$ cat config.mk
export PLATFORM = sky130hd
export DESIGN_NAME = apb_master_nslv
export DESIGN_NICKNAME = d
export VERILOG_FILES = /design/src/rtl/apb_pkg.sv /design/src/rtl/apb_addr_decode.sv /design/src/rtl/apb_master_nslv.sv
export SDC_FILE = /design/constraint.sdc
export NUM_CORES = 1
export LEC_CHECK = 0
export ABC_AREA = 1
export CAP_MARGIN = 20
export CELL_PAD_IN_SITES_DETAIL_PLACEMENT = 2
export CELL_PAD_IN_SITES_GLOBAL_PLACEMENT = 2
export CORE_MARGIN = 10
export CORE_UTILIZATION = 21
export DETAILED_ROUTE_END_ITERATION = 6
export GPL_TIMING_DRIVEN = 0
export PLACE_DENSITY = 0.81
export SLEW_MARGIN = 20
export SYNTH_ARGS = -nofsm -noshare
export SYNTH_HDL_FRONTEND = slang
export SYNTH_SLANG_ARGS = --single-unit
$ cat constraint.sdc
create_clock -name PCLK -period 1.85 [get_ports PCLK]
set_input_delay 0.37 -clock PCLK [delete_from_list [all_inputs] [get_ports PCLK]]
set_output_delay 0.37 -clock PCLK [all_outputs]
set_load 0.02 [all_outputs]
$ cat src/rtl/apb_pkg.sv
// Shared types and helpers for the parametrised APB master bridge.
package apb_pkg;

    typedef enum logic [1:0] {
        IDLE   = 2'd0,
        SETUP  = 2'd1,
        ACCESS = 2'd2
    } apb_state_t;

    // A TIMEOUT of this value turns the access timeout off.
    localparam int TIMEOUT_DISABLED = 0;

    // Width of the slave index; never less than one bit.
    function automatic int apb_sel_w(input int nslv);
        return (nslv > 1) ? $clog2(nslv) : 1;
    endfunction

endpackage

$ cat src/rtl/apb_addr_decode.sv
// Address-to-slave decoder: the top bits of the address pick the slave,
// which is returned both as an index and as a one-hot select vector.
module apb_addr_decode
    import apb_pkg::*;
#(
    parameter int AW   = 9,
    parameter int NSLV = 2
) (
    input  logic [AW-1:0]               addr,
    output logic [apb_sel_w(NSLV)-1:0]  sel,
    output logic [NSLV-1:0]             psel_oh
);

    localparam int SW = apb_sel_w(NSLV);

    // Offset bits inside a slave window play no part in the decode.
    logic unused_offset;
    assign unused_offset = ^addr[AW-SW-1:0];

    assign sel = addr[AW-1 -: SW];

    // One-hot expansion of the slave index.
    always_comb begin
        psel_oh      = '0;
        psel_oh[sel] = 1'b1;
    end

endmodule

$ cat src/rtl/apb_master_nslv.sv
// APB3 master bridge: takes single requests on a valid/ready port, runs
// them as SETUP/ACCESS transfers on one of NSLV slaves, and reports each
// completion (or timeout abort) as a one-cycle registered response.
//
//  state  | meaning
//  -------+-----------------------------------------------------------
//  IDLE   | no transfer outstanding, req_ready high
//  SETUP  | PSEL asserted, PENABLE low, address/data presented
//  ACCESS | PENABLE high, waiting on PREADY of the selected slave
module apb_master_nslv
    import apb_pkg::*;
#(
    parameter int AW      = 9,
    parameter int DW      = 8,
    parameter int NSLV    = 2,
    parameter int TIMEOUT = 16
) (
    input  logic                 PCLK,
    input  logic                 PRST,
    input  logic                 req_valid,
    output logic                 req_ready,
    input  logic                 req_write,
    input  logic [AW-1:0]        req_addr,
    input  logic [DW-1:0]        req_wdata,
    output logic                 rsp_valid,
    output logic [DW-1:0]        rsp_rdata,
    output logic                 rsp_err,
    output logic [NSLV-1:0]      PSEL,
    output logic                 PENABLE,
    output logic                 PWRITE,
    output logic [AW-1:0]        PADDR,
    output logic [DW-1:0]        PWDATA,
    input  logic [NSLV*DW-1:0]   PRDATA,
    input  logic [NSLV-1:0]      PREADY,
    input  logic [NSLV-1:0]      PSLVERR
);

    localparam int SW      = apb_sel_w(NSLV);
    // A disabled timeout still gets a one-bit counter so the logic stays legal.
    localparam int WCW     = (TIMEOUT == TIMEOUT_DISABLED) ? 1 : $clog2(TIMEOUT + 1);
    localparam int TO_LAST = (TIMEOUT == TIMEOUT_DISABLED) ? 0 : TIMEOUT - 1;
    localparam logic [WCW-1:0] WC_MAX  = '1;
    localparam logic [WCW-1:0] WC_LAST = WCW'(TO_LAST);

    apb_state_t      state_q;
    apb_state_t      state_d;
    logic [WCW-1:0]  wait_cnt;
    logic [SW-1:0]   sel;
    logic [NSLV-1:0] psel_oh;
    logic            hs;
    logic            sel_ready;
    logic            sel_err;
    logic [DW-1:0]   sel_rdata;
    logic            done;
    logic            abort;

    // PADDR holds the latched request, so decoding it gives the latched slave.
    apb_addr_decode #(
        .AW   (AW),
        .NSLV (NSLV)
    ) u_addr_decode (
        .addr    (PADDR),
        .sel     (sel),
        .psel_oh (psel_oh)
    );

    assign sel_ready = PREADY[sel];
    assign sel_err   = PSLVERR[sel];
    assign sel_rdata = PRDATA[int'(sel)*DW +: DW];

    assign req_ready = (state_q == IDLE) && !PRST;
    assign hs        = req_valid && req_ready;
    assign PSEL      = (state_q == IDLE) ? '0 : psel_oh;
    assign PENABLE   = (state_q == ACCESS);

    // Next-state decode plus completion/abort strobes.
    always_comb begin
        state_d = state_q;
        done    = 1'b0;
        abort   = 1'b0;
        case (state_q)
            IDLE: begin
                if (hs) state_d = SETUP;
            end
            SETUP: begin
                state_d = ACCESS;
            end
            ACCESS: begin
                if (sel_ready) begin
                    done    = 1'b1;
                    state_d = IDLE;
                end else if ((TIMEOUT != TIMEOUT_DISABLED) && (wait_cnt == WC_LAST)) begin
                    abort   = 1'b1;
                    state_d = IDLE;
                end
            end
            default: begin
                state_d = IDLE;
            end
        endcase
    end

    // State register.
    always_ff @(posedge PCLK) begin
        if (PRST) state_q <= IDLE;
        else      state_q <= state_d;
    end

    // Latch the accepted request onto the APB address/data lines; they hold while idle.
    always_ff @(posedge PCLK) begin
        if (PRST) begin
            PADDR  <= '0;
            PWRITE <= 1'b0;
            PWDATA <= '0;
        end else if (hs) begin
            PADDR  <= req_addr;
            PWRITE <= req_write;
            PWDATA <= req_write ? req_wdata : '0;
        end
    end

    // Count wait cycles in ACCESS; cleared on the way into SETUP, saturating.
    always_ff @(posedge PCLK) begin
        if (PRST) begin
            wait_cnt <= '0;
        end else if (hs) begin
            wait_cnt <= '0;
        end else if ((state_q == ACCESS) && !sel_ready && (wait_cnt != WC_MAX)) begin
            wait_cnt <= wait_cnt + 1'b1;
        end
    end

    // Registered response; data and error hold until the next completion.
    always_ff @(posedge PCLK) begin
        if (PRST) begin
            rsp_valid <= 1'b0;
            rsp_rdata <= '0;
            rsp_err   <= 1'b0;
        end else begin
            rsp_valid <= done || abort;
            if (done) begin
                rsp_err   <= sel_err;
                rsp_rdata <= PWRITE ? '0 : sel_rdata;
            end else if (abort) begin
                rsp_err   <= 1'b1;
                rsp_rdata <= '0;
            end
        end
    end

endmodule
Yosys cells after proc, flatten, opt, wreduce, memory -nomap -nowiden
Cells that the tools add are included.
{"block": "totals", "register_bits": 35, "output_inout_bits": 32}
{"block": "classes", "n_eq_ne": 6, "n_addsub": 1, "shift": 1, "reduce_logical": 12, "magnitude_cmp": 2, "muxes": 22}
{"op": "$mux 8", "n": 4}
{"op": "$shiftx 16x5->8", "n": 1}
{"op": "$mux 1", "n": 12}
{"op": "$mux 2", "n": 4}
{"op": "$pmux 2 s3", "n": 1}
{"op": "$add 5x1->5 const B", "n": 1}
{"op": "$eq 5x4->1 const B", "n": 1}
{"op": "$logic_and 1x1->1", "n": 5}
{"op": "$ne 5x5->1 const B", "n": 1}
{"op": "$ne 3x1->1 const B", "n": 1}
{"op": "$eq 2x1->1 const B", "n": 1}
{"op": "$eq 2x2->1 const B", "n": 1}
{"op": "$logic_not 1->1", "n": 2}
{"op": "$logic_not 2->1", "n": 1}
{"op": "$lt 1x2->1 const B", "n": 1}
{"op": "$ne 2x2->1 const B", "n": 1}
{"op": "$reduce_and 2->1", "n": 1}
{"op": "$reduce_bool 2->1", "n": 1}
{"op": "$reduce_or 2->1", "n": 1}
{"op": "$demux 1 s1", "n": 1}
{"op": "$ge 1x1->1 const B", "n": 1}
{"op": "$logic_or 1x1->1", "n": 1}

Logic depth before layout (Yosys ltp)
Gate-level depths: netlist (run 1).
{"block": "logic_depth", "word_depth": 6, "depth_mapped": 9, "depth_no_buf": 9}

Modules after synthesis
A second synthesis (run 1) with hierarchy kept.
{"block": "unflattened", "cells_unflattened": 241, "hier_area_um2": 1596.5}
{"mod": "apb_master_nslv", "area_per_inst_um2": 1577.8, "instances": 1, "cells_each": 238, "seq_area_each_um2": 700.7}
{"mod": "apb_addr_decode", "area_per_inst_um2": 18.8, "instances": 1, "cells_each": 3, "seq_area_each_um2": 0.0}

Worst setup path before layout (run 1)
OpenSTA, ideal clock, no wires.
{"block": "synth_timing", "path_kind": "register -> register", "from": "register wait_cnt[0]", "to": "register wait_cnt[0]", "n_path_buf": 0, "stages_incl_launch_ff": 10, "slack_ps": 443, "setup_ps": 113, "t_arrival_ps": 1295, "required_ps": 1737, "path_cell_list": "dfxtp_1 > ha_1 > nand2_1 > nor2_1 > ha_1 > nand3b_1 > nor2_4 > nand2_1 > nand2_1 > nor2_1"}
{"block": "synth_between", "elab_chain_cells": 2, "elab_cells_between_ends": 3}
{"item": "from (decl)", "line_no": "apb_master_nslv.sv:47", "source": "logic [WCW-1:0] wait_cnt;"}
{"item": "from (signal assigned)", "line_no": "apb_master_nslv.sv:129", "source": "wait_cnt <= wait_cnt + 1'b1;"}
{"item": "branches (longest 2 deep; another with $add 5x1->5)"}
Several ways; the timed one is not identified.
A chain may end at the register's enable or synchronous reset.

Worst setup path after layout (run 1)
{"block": "layout_timing", "from": "register PADDR[8]", "to": "output PADDR[8]"}
{"item": "from (decl)", "line_no": "apb_master_nslv.sv:31", "source": "output logic [AW-1:0] PADDR,"}
{"item": "from (signal assigned)", "line_no": "apb_master_nslv.sv:116", "source": "PADDR <= req_addr;"}
No word-level cell between the ends.

==> summary.txt, run 1 <==
Status
  • Outcome: finished, final reports clean

Power and ir drop
  • Comb pwr share: 19.4%
  • Pint: 1.41 mW
  • Total power: 1.92 mW
  • VDD IR-drop max: 388 uV
  • Pwr Density: 749 mW/mm^2
  • Clock Power Share: 38.4%
  • Switching Fraction: 26.3%
  • Static leakage: 1.16 nW
  • Sw power: 505 uW
  • Flop pwr share: 42.2%

Yosys
  • Average size of a mapped cell: 6.76 um^2
  • Post-synth EDFFs: 0
  • Yosys reg bits: 35
  • Ranking of synthesized cells by area: dfxtp_1 44%, nand2_1 26%, inv_1 5.9%
  • Synth top area share: 43.9%
  • Synthesized instance count: 236
  • Mapped Area: 0.00160 mm^2
  • Sequential fraction of the synthesis area: 43.9%
  • Synth warn: 0
  • Yosys cell types: 23
  • Syn_nets: 280
  • Ys flop type: dfxtp_1
  • Post-synth top area cell: dfxtp_1
  • Ys async rst share: 0%

Worst setup path
  • Critical path, cell by cell: buf_4 > clkdlybuf4s50_1
  • Crit path kind: reg -> out
  • Max incr delay on CP: 0.59 ns
  • Critical path required time: 1.48 ns
  • WP data arrival: 1.37 ns
  • Crit-path max FO: 5
  • Reg2Reg Depth: 9
  • CP max-delay cell: clkdlybuf4s50_1
  • Crit path capture type: output pin
  • Crit start category: flop

CTS
  • Root buf cell: clkbuf_8
  • Max clock buf depth: 2
  • Clk sink count: 35
  • Worst skew pair latency: 0.29 ns
  • H-Tree Depth: 2
  • Clk slew on worst S/H paths: 0.08 ns
  • CTS Buf Count: 5
  • CTS tree: built
  • Hold Buf Count CTS: 0

Place
  • HPWL after detailed placement: 4.82 mm
  • Number of buffers added on ports: 72
  • Post-Place Worst Slack: -0.263 ns
  • Routability cong.: 0.690
  • Placed Area: 0.00244 mm^2

Global route
  • Gr ovfl total: 0
  • Initial antenna violation count: 0
  • GRT Resource Usage Total: 10.4%
  • Largest net degree at the start of global routing: 13
  • Vias in the first global route: 1,866
  • First-pass GRT wire length: 9.61 mm

Flow run
  • Max-cap violations: 0

Floorplan
  • Die height: 107 um
  • Cell row count: 31
  • Initial Util: 21.8%
  • Number of I/O pins: 73
  • Core area: 0.00733 mm^2
  • Die W: 107 um
  • Die area: 0.0115 mm^2

Timing
  • Fmax: 574 MHz
  • Endpoints failing setup: 0
  • Setup ws final: 0.107 ns
  • Hold Vio Cnt, Final: 0
  • RSZ-0062 raised after global routing: false
  • Clk_skew: 0.00951 ns
  • Slew HR: 67.2%
  • Minimum clock period: 1.74 ns
  • Worst slew pin tran: 0.493 ns
  • Period utilization: 94.2%
  • Slew Limit Fails: 0

Detailed routing
  • Wire length on met2: 2.91 mm
  • Vias per inst: 4.15
  • Wire length on met1: 2.44 mm
  • Residual DRC: 0
  • Wire per inst: 14.3 um
  • Met3 wire length: 536 um
  • Remaining antenna violation count: 0
  • Initial DRC Count: 24
  • Via count: 1,723
  • TritonRoute pass-1 iters: 4
  • Routed WL: 5.93 mm
  • Max Used Layer: met4

Cells and area
  • # diodes: 0
  • Design area: 0.00256 mm^2
  • Share of cells above drive strength 1: 8.86%
  • Layout area overhead: 60.2%
  • Nets: 359

Min path
  • Hold Crit Class: reg -> reg
  • Min-Delay Path Depth: 2
## logic make-up (layout without fill, tap and decap cells)
| kind of cell | Yosys count | in the layout | synth area share (%) |
|---|---|---|---|
| buffers and inverters | 35 | 115 | 9.80 |
| AOI/OAI and AO/OA | 16 | 16 | 6.11 |
| and+or+nand+nor | 146 | 146 | 37.3 |
| xor gates and xnor gates | 1 | 1 | 0.549 |
| DFF | 35 | 35 | 43.9 |
| adders and majority gates | 3 | 3 | 2.35 |
## sequential cells by signal, summed over array words and instances, names as in the netlist
signal / count
wait_cnt: 5
PWRITE: 1
rsp_err: 1
rsp_rdata: 8
PADDR: 9
PWDATA: 8
rsp_valid: 1
state_q: 2
## per-stage QoR
| stage | instances | setup TNS (ns) | utilization, % | hold WS [ns] |
|---|---|---|---|---|
| 6_report | 415 | 0 | 34.9 | 0.455 |
| 5_1_grt | 415 | 0 | 34.9 | 0.477 |
| 4_1_cts | 415 | 0 | 34.9 | 0.462 |
| 3_5_place_dp | 407 | -0.263 | 33.3 | 0.446 |
| 3_3_place_gp | 407 | -0.265 | 33.3 | 0.435 |
| 2_1_floorplan | 236 | 0 | - | 0.456 |
## worst max-delay path, delay by kind of cell, from the launching register on
family   cells  cell delay, ns
flops        1            0.38
buf+inv      2            0.71
## layout by cell type (no fill, tap or decap), types with 2 or more instances in the layout
| master | Yosys | routed |
|---|---|---|
| clkbuf_8 | 0 | 6 |
| inv_1 | 25 | 25 |
| ha_1 | 3 | 3 |
| dlygate4sd2_1 | 0 | 3 |
| inv_2 | 3 | 3 |
| dfxtp_1 | 35 | 34 |
| buf_6 | 2 | 2 |
| buf_4 | 2 | 3 |
| nand3_1 | 2 | 2 |
| clkdlybuf4s50_1 | 0 | 68 |
| nand4_1 | 2 | 2 |
| nor2_4 | 3 | 3 |
| nand2_2 | 3 | 3 |
| a21oi_1 | 11 | 11 |
| nor2_1 | 23 | 23 |
| nand2_1 | 111 | 111 |
## repair_timing
action                     in CTS  in global routing
cloned                          0                  0
setup endpoints to repair       4                  3
buffers inserted                0                  0
resized for setup               5                  3
## worst paths after layout
check	from	to	slack (ns)
worst min register to register	PADDR[2]$_SDFFE_PP0P_	PADDR[2]$_SDFFE_PP0P_	0.45
worst min-delay path	PADDR[2]$_SDFFE_PP0P_	PADDR[2]$_SDFFE_PP0P_	0.45
worst max register to register	wait_cnt[0]$_SDFFE_PP0P_	rsp_rdata[6]$_SDFFE_PP0P_	0.24
worst max-delay path	PADDR[8]$_SDFFE_PP0P_	PADDR[8]	0.11
## power by group through the flow
| stage | logic [mW] | clock network [mW] | registers (mW) |
|---|---|---|---|
| 4_1_cts | 0.383 | 0.772 | 0.809 |
| 3_5_place_dp | 0.384 | 0 | 0.826 |
| 6_report | 0.371 | 0.736 | 0.808 |
| 3_3_place_gp | 0.372 | 0 | 0.824 |
| 5_1_grt | 0.411 | 0.810 | 0.813 |
| 2_1_floorplan | 0.144 | 0 | 0.855 |
## synthesized netlist by cell type (2+ instances only)
library cell / number
buf_4: 2
inv_2: 3
nor2_1: 23
ha_1: 3
dfxtp_1: 35
nor2_4: 3
buf_6: 2
buf_2: 2
nand4_1: 2
inv_1: 25
a21oi_1: 11
nand2_1: 111
nand2_2: 3
nand3_1: 2
## per-layer routing
layer  vias to the layer above  GRT usage (%)
met1                       805           10.9
met3                         7           5.15
met2                        52           18.3
li1                        859              -
met5                         -              0
met4                         0           2.32
## final cells by class
class	count	area (um^2)
clock buffer	6	82.6
fill	877	4770
timing repair buffer	72	712
sequential	35	702
buffer	7	53.8
clock inverter	2	38.8
multi-input combinational	166	739
inverter	28	105
tap	99	124
(Power assumes the default switching activity.)
==> run 2: changes to the inputs <==
Settings changed: GPL_ROUTABILITY_DRIVEN from default to 0, PLACE_DENSITY 0.81 to 0.9.
==> summary.txt, run 2 (same netlist as run 1, synthesis figures left out) <==
Cells and area
  • Max FFs per register: 9 (unchanged)
  • Nets: 359 (unchanged)
  • Multi-input gate area: 742 um^2 (+0.34%)
  • # diodes: 0 (unchanged)
  • Largest registers: PADDR: 9 flops, PWDATA: 8 flops, rsp_rdata: 8 flops
  • Commonest non-fill, non-tap cell in the layout: nand2_1
  • Largest Register: PADDR
  • Share of cells above drive strength 1: 9.18% (+0.32 points)
  • Layout area overhead: 60.5%
  • Fin util: 35.0% (+0.068 points)
  • Most frequent cells in the layout: 111 x nand2_1, 68 x clkdlybuf4s50_1, 34 x dfxtp_1
  • Fillers: 885 (+0.91%)
  • Layout Cells excl Fill: 415 (unchanged)
  • Seq. cell area: 702 um^2 (unchanged)

Place
  • HPWL after detailed placement: 4.73 mm (-1.9%)
  • Placed insts: 407 (unchanged)
  • Number of buffers added on ports: 72 (unchanged)

Min path
  • Hold Crit Class: reg -> reg
  • Hold_sp: PWDATA[0]$_SDFFE_PP0P_
  • Min-Delay Path Depth: 2 (unchanged)
  • Min-Delay Endpoint: PWDATA[0]$_SDFFE_PP0P_

Detailed routing
  • TritonRoute pass-1 iters: 4 (unchanged)
  • Remaining antenna violation count: 0 (unchanged)
  • Wire per inst: 14.4 um (+0.64%)
  • Residual DRC: 0 (unchanged)
  • Initial DRC Count: 52 (+120%)
  • Routed WL: 5.96 mm (+0.64%)
  • Via count: 1,745 (+1.3%)
  • Vias per inst: 4.20 (+1.3%)

CTS
  • CTS tree: built
  • Max clock buf depth: 2 (unchanged)
  • Root buf cell: clkbuf_8
  • Hold Buf Count CTS: 0 (unchanged)
  • Setup Fix Bufs, Post-CTS: 0 (unchanged)
  • Worst skew pair latency: 0.29 ns (about the same)
  • Clk slew on worst S/H paths: 0.07 ns (about the same)
  • Clk sink count: 35 (unchanged)
  • H-Tree Depth: 2 (unchanged)
  • CTS Buf Count: 5 (unchanged)
  • Resized cells post-CTS: 8 (+3)

Global route
  • GRT Resource Usage Total: 10.6% (+0.20 points)
  • Gr ovfl total: 0 (unchanged)
  • Largest net degree at the start of global routing: 12 (-1)
  • First-pass GRT wire length: 9.83 mm (+2.3%)
  • Initial antenna violation count: 0 (unchanged)
  • Vias in the first global route: 1,951 (+4.6%)

Timing
  • Worst slew pin tran: 0.482 ns (-0.0109 ns)
  • Clk_skew: 0.00513 ns (-0.00438 ns)
  • Minimum clock period: 1.79 ns (+0.0472 ns)
  • RSZ-0062 raised after global routing: false
  • Min Hold Slack: 0.452 ns (-0.00222 ns)
  • Period utilization: 96.8% (+2.6 points)
  • Slew HR: 67.9% (+0.72 points)
  • Hold Vio Cnt, Final: 0 (unchanged)
  • Endpoints failing setup: 0 (unchanged)
  • Fmax: 559 MHz (-2.6%)
  • Setup TNS: 0 ns (unchanged)
  • Slew Limit Fails: 0 (unchanged)

Power and ir drop
  • Total power: 1.91 mW (-0.34%)
  • VDD IR-drop max: 293 uV (-24%)
  • Static leakage: 1.16 nW (about the same)
  • Pwr Density: 745 mW/mm^2 (-0.53%)

Floorplan
  • Core area: 0.00733 mm^2 (unchanged)
  • Initial Util: 21.8% (unchanged)
  • Die W: 107 um (unchanged)
  • Die area: 0.0115 mm^2 (unchanged)
  • Number of I/O pins: 73 (unchanged)
  • Die height: 107 um (unchanged)
  • Cell row count: 31 (unchanged)

Worst setup path
  • Crit path capture type: output pin
  • Reg2reg setup slack: 0.20 ns (-0.04 ns)
  • Reg2reg start: wait_cnt[0]$_SDFFE_PP0P_
  • Critical path required time: 1.48 ns (about the same)
  • Crit path kind: in -> out
  • Crit-path max FO: 3 (-2)
  • Reg2Reg Depth: 9 (unchanged)
  • WP data arrival: 1.42 ns (+0.05 ns)
  • CP startpoint: PRST
  • Crit start category: input port
  • FF-to-FF End: rsp_rdata[3]$_SDFFE_PP0P_

Status
  • Outcome: finished, final reports clean

Flow run
  • Max-cap violations: 0 (unchanged)
[run 2: changes by cell type in the layout (fill, tap and decap cells not counted), sizes merged]
cell,change
clkinv,+1
clkdlybuf4s15,+1
inv,-1
clkbuf,-1
[run 2: worst max-delay path: stages]
cell and delay (ns):
clkdlybuf4s50_1 0.50, nor3_2 0.23, clkdlybuf4s15_2 0.32
[run 2: stage by stage]
step / worst slack [ns] / cell area (um^2)
after global placement: -0.282 / 2440
after CTS: 0.0495 / 2560
after detailed placement: -0.320 / 2440
after global routing: 0.000237 / 2560
final: 0.0596 / 2560
after floorplan: 0.443 / 1600
[run 2: how the worst max path moves through the flow]
stage                                     endpoint  slack (ns)  cells after the start
final                                    req_ready        0.06                      3
after global routing                       PSEL[1]      0.0002                      4
after CTS                                req_ready        0.05                      3
after detailed placement                 req_ready       -0.32                      3
after global placement                   req_ready       -0.28                      3
after floorplan           wait_cnt[0]$_SDFFE_PP0P_        0.44                      9
[run 2: cell type report]
class / count / area share (%)
well taps: 99 / 4.83
inverters: 28 / 4.10
clock inverters: 2 / 1.37
flip-flops and latches: 35 / 27.4
repair buffers: 72 / 28.0
clock buffers: 6 / 3.22
multi-input cells: 166 / 29.0
plain buffers: 7 / 2.10
[run 2: metal layers]
layer	global-route usage [%]	up-vias	routed length (um)
met5	0	-	0
met4	2.90	0	63
met3	6.65	6	784
met2	18.1	58	2810
met1	10.6	817	2300
li1	-	864	-
[run 2: power by group]
part           internal [mW]  switching (mW)
sequential             0.787          0.0224
combinational          0.183           0.192
clock                  0.436           0.289
total                   1.41           0.503
==> run 3: changes to the inputs <==
Settings changed: PLACE_DENSITY 0.9 to default, PLACE_DENSITY_LB_ADDON from default to 0.1.
==> summary.txt, run 3 (same netlist as run 1, synthesis figures left out) <==
Timing
  • Hold Vio Cnt, Final: 0 (unchanged)
  • Min Hold Slack: 0.451 ns (-0.00137 ns)
  • Period utilization: 96.7% (about the same)
  • Setup TNS: 0 ns (unchanged)
  • Setup ws final: 0.0609 ns (+0.00134 ns)
  • Fmax: 559 MHz (about the same)
  • Minimum clock period: 1.79 ns (-0.00134 ns)
  • Endpoints failing setup: 0 (unchanged)
  • Clk_skew: 0.00180 ns (-0.00333 ns)
  • Slew Limit Fails: 0 (unchanged)
  • RSZ-0062 raised after global routing: false
  • Worst slew pin tran: 0.483 ns (+0.00126 ns)
  • Slew HR: 67.8% (-0.084 points)

Detailed routing
  • Remaining antenna violation count: 0 (unchanged)
  • Vias per inst: 4.10 (-2.4%)
  • Initial DRC Count: 34 (-35%)
  • Residual DRC: 0 (unchanged)
  • Wire per inst: 13.7 um (-4.8%)
  • Via count: 1,703 (-2.4%)
  • Routed WL: 5.68 mm (-4.8%)
  • TritonRoute pass-1 iters: 4 (unchanged)

Cells and area
  • Layout area overhead: 58.1%
  • Nets: 359 (unchanged)
  • # diodes: 0 (unchanged)
  • Commonest non-fill, non-tap cell in the layout: nand2_1
  • Multi-input gate area: 739 um^2 (-0.34%)
  • Largest registers: PADDR: 9 flops, PWDATA: 8 flops, rsp_rdata: 8 flops
  • Share of cells above drive strength 1: 7.59% (-1.6 points)
  • Fillers: 881 (-0.45%)
  • Most frequent cells in the layout: 111 x nand2_1, 67 x clkdlybuf4s50_1, 35 x dfxtp_1
  • Seq. cell area: 701 um^2 (-0.18%)
  • Design area: 0.00252 mm^2 (-1.5%)
  • Fin util: 34.4% (-0.53 points)
  • Max FFs per register: 9 (unchanged)
  • Layout Cells excl Fill: 415 (unchanged)
  • Largest Register: PADDR

Worst setup path
  • Reg2reg setup slack: 0.22 ns (+0.02 ns)
  • Critical path required time: 1.48 ns (about the same)
  • Crit-path max FO: 3 (unchanged)
  • Reg2reg start: wait_cnt[0]$_SDFFE_PP0P_
  • Critical path, cell by cell: clkdlybuf4s50_1 > nor3_2 > dlygate4sd2_1
  • WP data arrival: 1.42 ns (about the same)
  • CP max-delay cell: clkdlybuf4s50_1
  • Max incr delay on CP: 0.49 ns (about the same)
  • Reg2Reg Depth: 9 (unchanged)
  • Crit path capture type: output pin
  • Buffers & Inverters on Critical Path: 2 (unchanged)
  • Top delay family on crit path: buffers and inverters
  • Crit path kind: in -> out
  • Crit start category: input port
  • FF-to-FF End: rsp_rdata[1]$_SDFFE_PP0P_

CTS
  • CTS tree: built
  • Hold Buf Count CTS: 0 (unchanged)
  • Clk slew on worst S/H paths: 0.07 ns (about the same)
  • Worst skew pair latency: 0.28 ns (about the same)
  • Root buf cell: clkbuf_8
  • H-Tree Depth: 2 (unchanged)
  • CTS Buf Count: 5 (unchanged)
  • Max clock buf depth: 2 (unchanged)
  • Clk sink count: 35 (unchanged)

Power and ir drop
  • Static leakage: 1.16 nW (-0.48%)
  • Pwr Density: 677 mW/mm^2 (-9.1%)
  • Total power: 1.71 mW (-10%)
  • VDD IR-drop max: 348 uV (+19%)

Floorplan
  • Die W: 107 um (unchanged)
  • Number of I/O pins: 73 (unchanged)
  • Cell row count: 31 (unchanged)
  • Die area: 0.0115 mm^2 (unchanged)
  • Core area: 0.00733 mm^2 (unchanged)
  • Die height: 107 um (unchanged)
  • Initial Util: 21.8% (unchanged)

Min path
  • Hold Crit Class: reg -> reg
  • Hold_sp: PWDATA[5]$_SDFFE_PP0P_
  • Min-Delay Path Depth: 2 (unchanged)
  • Min-Delay Endpoint: PWDATA[5]$_SDFFE_PP0P_

Global route
  • Vias in the first global route: 1,796 (-7.9%)
  • Largest net degree at the start of global routing: 11 (-1)
  • GRT Resource Usage Total: 10.1% (-0.49 points)
  • Initial antenna violation count: 0 (unchanged)
  • First-pass GRT wire length: 9.22 mm (-6.2%)
  • Gr ovfl total: 0 (unchanged)

Place
  • Placed Area: 0.00244 mm^2 (unchanged)
  • Placed insts: 407 (unchanged)
  • Post-Place Worst Slack: -0.242 ns (+0.0785 ns)
  • HPWL after detailed placement: 4.53 mm (-4.2%)
  • Number of buffers added on ports: 72 (unchanged)

Status
  • Outcome: finished, final reports clean

Flow run
  • Max-cap violations: 0 (unchanged)
run 3: final cells by class:
class                           count  share of cell area [%]
Clock inverter                      1                   0.198
Inverter                           28                    4.16
Sequential cell                    35                    27.8
Buffer                              7                    2.13
Multi-Input combinational cell    166                    29.3
Timing Repair Buffer               72                    28.5
Tap cell                           99                    4.91
Clock buffer                        7                    3.02
run 3: repair_timing:
item | CTS | global route
cloned | 0 | 0
resized for setup | 5 | 2
setup buffers | 0 | 0
setup endpoints to repair | 4 | 2
run 3: routing by layer:
metal | GRT usage (%) | vias to the layer above | part of all wire (%)
met5 | 0 | - | 0
met4 | 2.61 | 0 | 1.1
met3 | 5.75 | 5 | 9.8
met2 | 17.4 | 47 | 48
met1 | 10.4 | 789 | 41
li1 | - | 862 | -
run 3: how the worst max path moves through the flow:
stage	startpoint	end	slack (ns)	cells after the start
floorplan	wait_cnt[0]$_SDFFE_PP0P_	wait_cnt[0]$_SDFFE_PP0P_	0.44	9
global placement	PRST	req_ready	-0.24	3
detailed placement	PRST	req_ready	-0.24	3
CTS	PADDR[8]$_SDFFE_PP0P_	PADDR[8]	0.05	2
global route	PRST	req_ready	0.01	3
finish	PRST	req_ready	0.06	3
run 3: worst min-delay path: stages, from the launching register on:
cell,delay [ns]
dfxtp_1,0.31
nand2_1,0.06
nand2_1,0.04
run 3: power breakdown:
part | switching (mW) | internal (mW)
Clock | 0.271 | 0.264
Combinational | 0.186 | 0.181
Sequential | 0.0199 | 0.786
